--- config.mk ---
export PLATFORM = sky130hd
export DESIGN_NAME = approx_add_pipe
export DESIGN_NICKNAME = d
export VERILOG_FILES = /design/src/rtl/approx_add_pipe.sv
export SDC_FILE = /design/constraint.sdc
export NUM_CORES = 1
export LEC_CHECK = 0
export ABC_AREA = 0
export CAP_MARGIN = 10
export CORE_MARGIN = 1
export CORE_UTILIZATION = 46
export CTS_BUF_LIST = sky130_fd_sc_hd__clkbuf_16
export DETAILED_ROUTE_END_ITERATION = 7
export PLACE_DENSITY = 0.87
export SYNTH_ARGS = -nofsm -noshare
export SYNTH_HDL_FRONTEND = slang
export SYNTH_SLANG_ARGS = --single-unit
--- constraint.sdc ---
create_clock -name clk -period 1.7 [get_ports clk]
set_clock_uncertainty 0.1 [all_clocks]
set_input_delay 0.34 -clock clk [delete_from_list [all_inputs] [get_ports clk]]
set_output_delay 0.34 -clock clk [all_outputs]
set_load 0.05 [all_outputs]
--- src/rtl/approx_add_pipe.sv ---
`default_nettype none
// ============================================================================
// Module   : approx_add_pipe
// Brief    : Signed adder with per-transaction exact/approximate mode, a
//            valid/ready pipeline and a saturating approximation-error counter.
// Revision : 1.0 - initial release
// ============================================================================
module approx_add_pipe #(
    parameter int WIDTH      = 16,
    parameter int APPROX_LSB = 3,
    parameter int STAGES     = 2,
    parameter int ERR_W      = 16
) (
    input  logic             clk,
    input  logic             rst_n,
    input  logic             in_valid,
    output logic             in_ready,
    input  logic [WIDTH-1:0] in_a,
    input  logic [WIDTH-1:0] in_b,
    input  logic             in_mode,
    output logic             out_valid,
    input  logic             out_ready,
    output logic [WIDTH:0]   out_sum,
    output logic             out_mode,
    output logic             out_err,
    input  logic             err_clr,
    output logic [ERR_W-1:0] err_cnt
);

    localparam int              c_K       = APPROX_LSB;
    localparam int              c_HI_W    = WIDTH - APPROX_LSB + 1;
    localparam logic [ERR_W-1:0] c_ERR_MAX = '1;

    logic [WIDTH:0]  w_exact;
    logic [c_HI_W-1:0] w_hi;
    logic [WIDTH:0]  w_approx;
    logic [WIDTH:0]  w_sum;
    logic            w_err;
    logic            w_adv;

    logic             r_vld  [STAGES];
    logic [WIDTH:0]   r_sum  [STAGES];
    logic             r_mode [STAGES];
    logic             r_err  [STAGES];
    logic [ERR_W-1:0] r_err_cnt;

    // Whole result is formed before the first register; later stages only
    // delay it, so every boundary carries the final single-cycle value.
    always_comb begin
        w_exact  = {in_a[WIDTH-1], in_a} + {in_b[WIDTH-1], in_b};
        // Low bits copy B; A's top approximated bit stands in for the carry.
        w_hi     = {in_a[WIDTH-1], in_a[WIDTH-1:c_K]}
                 + {in_b[WIDTH-1], in_b[WIDTH-1:c_K]}
                 + c_HI_W'(in_a[c_K-1]);
        w_approx = {w_hi, in_b[c_K-1:0]};
        w_err    = in_mode & (w_approx != w_exact);
        w_sum    = in_mode ? w_approx : w_exact;
    end

    assign w_adv = ~r_vld[STAGES-1] | out_ready;

    always_ff @(posedge clk or negedge rst_n) begin
        if (!rst_n) begin
            for (int i = 0; i < STAGES; i++) begin
                r_vld[i]  <= 1'b0;
                r_sum[i]  <= '0;
                r_mode[i] <= 1'b0;
                r_err[i]  <= 1'b0;
            end
        end else if (w_adv) begin
            r_vld[0]  <= in_valid;
            r_sum[0]  <= w_sum;
            r_mode[0] <= in_mode;
            r_err[0]  <= w_err;
            for (int i = 1; i < STAGES; i++) begin
                r_vld[i]  <= r_vld[i-1];
                r_sum[i]  <= r_sum[i-1];
                r_mode[i] <= r_mode[i-1];
                r_err[i]  <= r_err[i-1];
            end
        end
    end

    // Clear has priority over a coincident increment.
    always_ff @(posedge clk or negedge rst_n) begin
        if (!rst_n) begin
            r_err_cnt <= '0;
        end else if (err_clr) begin
            r_err_cnt <= '0;
        end else if (out_valid && out_ready && out_err && (r_err_cnt != c_ERR_MAX)) begin
            r_err_cnt <= r_err_cnt + 1'b1;
        end
    end

    assign in_ready  = w_adv;
    assign out_valid = r_vld[STAGES-1];
    assign out_sum   = r_sum[STAGES-1];
    assign out_mode  = r_mode[STAGES-1];
    assign out_err   = r_err[STAGES-1];
    assign err_cnt   = r_err_cnt;

endmodule
`default_nettype wire

==> reports/metrics.cfg <==
[run_status]
outcome = finished with violations
violations = setup timing

[layout]
area_delta_synth_final_pct = 74.9
layout_common_cells = 87 x buf_4, 77 x nand2_1, 43 x dfrtp_1, 38 x buf_12, 28 x nor2_1
nets = 599
seqCellArea_sq_um = 1420
multiInputGateArea_sq_um = 2380
stdcell_count = 642
fillCellCount = 358
layout_commonest_cell = buf_4
stdcell_area_sq_um = 6060
drive_above_1_share = 0.491

[place]
dp.cells = 611
place_hpwl_mm = 7.32
placed_area_sq_um = 5290
portBuffers = 74
gp_congestion = 0.874

[sta]
rsz0062_at_grt = true
max_freq_ghz = 0.467
setup_ws_ns = -0.441
slew_headroom = 0.648
drv_slew = 0
period_share = 1.26
hold_ws_ns = 0.377
fin_crit_ns = 2.14
setup_viol = 30
hold_viol = 0
worst_pin_slew_ns = 0.522

[clocking]
cts_tree = built
clkSlewWorstSetupHoldPaths_ns = 0.08
clockRootBuffer = clkbuf_16
cts_max_path_buffers = 2
cts_num_sinks = 56
clkLatencyLatePin_ns = 0.29
numCtsBuffers = 5
htree_levels = 2

[grt]
first_global_vias = 3671
gr-usage-all-layers = 0.297
antenna_found_initial = 1
grt_max_degree = 57
grt_pass1_wl_mm = 17.7
grt-ovfl-total = 0

[power]
powerDensity_nw_per_um2 = 863
leakage_nw = 2.72
peakVddDrop_mv = 0.428

[route]
top_layer = met4
drc = 0
wl_met3_microns = 762
drt-met1-wl_mm = 4.14
postRouteAntennaNets = 0
via_per_inst = 5.67
routed_wl_mm = 12.3
drtPass1Iterations = 4
met2WireLength_mm = 6.48
num_vias = 3637
drt_iter0_drc = 233
wl_per_cell_microns = 19.1

[yosys]
synth-edff-count = 0
synth.ff_latch_count = 56
ys_types = 52
ys.flop_type = dfrtp_1
seq_area_frac_synth = 0.404
ys_warn_count = 0
synth-async-reset-ratio = 1.00
synth_area_sq_um = 3470
synth.avg_cell_area_sq_um = 9.03
syn-num-nets = 442
syn_inst = 384

[floorplan]
core-area_sq_um = 7250
pin_count = 75
fp.dieW_microns = 88.8
rows = 31
start_util = 0.478
die_h_microns = 88.8
dieArea_sq_um = 7890

[worst_setup_path]
start_kind = input pin
worstPathRequired_ns = 1.78
crit_slowest_cell = a221o_1
crit_type = in2reg
cp.arrival_ns = 2.22
crit_start = in_a[4]
crit_chain = buf_2 > ha_4 > buf_4 > a21o_1 > a21o_1 > nand4_1 > o311ai_4 > nand4_1 > a221o_1
critPathBufInv = 2
slowest_delay_ns = 0.37
worstPathMaxFanout = 4
cp_top_family = compound AO/OA/AOI/OAI gates
rr_startpoint = err_cnt[1]
cp-end-kind = flip-flop

[min_path]
min-delay-start = r_vld[1]
worstHoldPathType = reg2reg

[job]
drv_cap = 0

## metrics by stage
| stage | TNS [ns] | setup WS (ns) | utilization | power (mW) |
|---|---|---|---|---|
| 2_1_floorplan | -5.15 | -0.449 | - | 2.96 |
| 3_3_place_gp | -18.35 | -1.00 | 0.729 | 3.81 |
| 3_5_place_dp | -21.22 | -1.07 | 0.729 | 3.90 |
| 4_1_cts | -3.27 | -0.229 | 0.809 | 5.09 |
| 5_1_grt | -7.29 | -0.428 | 0.836 | 5.45 |
| 6_report | -5.81 | -0.441 | 0.836 | 5.23 |
## report_power, final
part | leakage (nW) | switching [mW] | internal [mW]
Sequential | 0.674 | 0.196 | 1.56
Combinational | 1.97 | 1.25 | 1.18
Clock | 0.0742 | 0.490 | 0.553
Total | 2.72 | 1.94 | 3.30
## state kept, by name, summed over array words and instances (netlist names)
name and flops:
r_sum 17, r_err 1, err_cnt 16, r_vld 1, out_err 1, out_sum 17
out_mode 1, out_valid 1, r_mode 1
## timing repair
action / in CTS / in global routing
gates cloned: 0 / 0
pin swaps: 61 / 30
endpoints found under the hold margin: 56 / 0
gates resized for setup: 133 / 31
setup buffers: 12 / 10
hold buffers: 1 / 0
endpoints found under the setup margin: 31 / 32
## path summary, 6_finish.rpt
kind | endpoint | slack (ns) | depth (start not counted)
worst min-delay path | out_valid | 0.38 | 1
worst max-delay path | r_sum[33] | -0.44 | 9
worst min register to register | out_valid | 0.38 | 1
min in group asynchronous | err_cnt[2] | 0.47 | 3
max in group asynchronous | err_cnt[11] | 0.77 | 3
worst max register to register | err_cnt[10] | -0.34 | 7
## logic make-up after synthesis
kind of cell / synth area share
AO/OA/AOI/OAI: 0.149
XOR/XNOR: 0.0711
adder cells (fa/ha/maj): 0.0787
buffers and inverters: 0.0682
flip-flops: 0.404
multiplexers: 0.0177
AND/OR/NAND/NOR: 0.211
## routing by layer
metal	track usage	vias up
met2	0.580	206
met4	0.129	0
met3	0.0457	80
li1	-	1618
met1	0.312	1733
met5	0	-
## synthesized netlist by cell type, drive strengths merged (3+ instances only)
cell    number  share of area
and2         5         0.0090
clkbuf       9          0.013
nor2        32          0.035
and4         3         0.0090
o31ai        3         0.0065
o21ai       16          0.023
xor2        11          0.028
buf         21          0.046
nor3         3         0.0043
nand4        7          0.017
ha          17          0.061
fa           3          0.017
inv          9         0.0097
mux2i        5          0.014
nand3        9          0.013
o211ai       3         0.0079
a21oi       36          0.055
a21o         5          0.011
or3          8          0.014
nand2       82          0.089
xnor2       14          0.035
dfrtp       56           0.40
o21a         3         0.0065
and3         5         0.0090
## cell type report
cell class                 count  area share
clock inverter                 3     0.00371
inverter                       9     0.00681
clock buffer                   5      0.0206
timing repair buffer         180       0.322
antenna                        1    0.000413
multi-input combinational    289       0.392
sequential                    56       0.234
tap                           99      0.0204
Power figures use the tool's default switching activity.
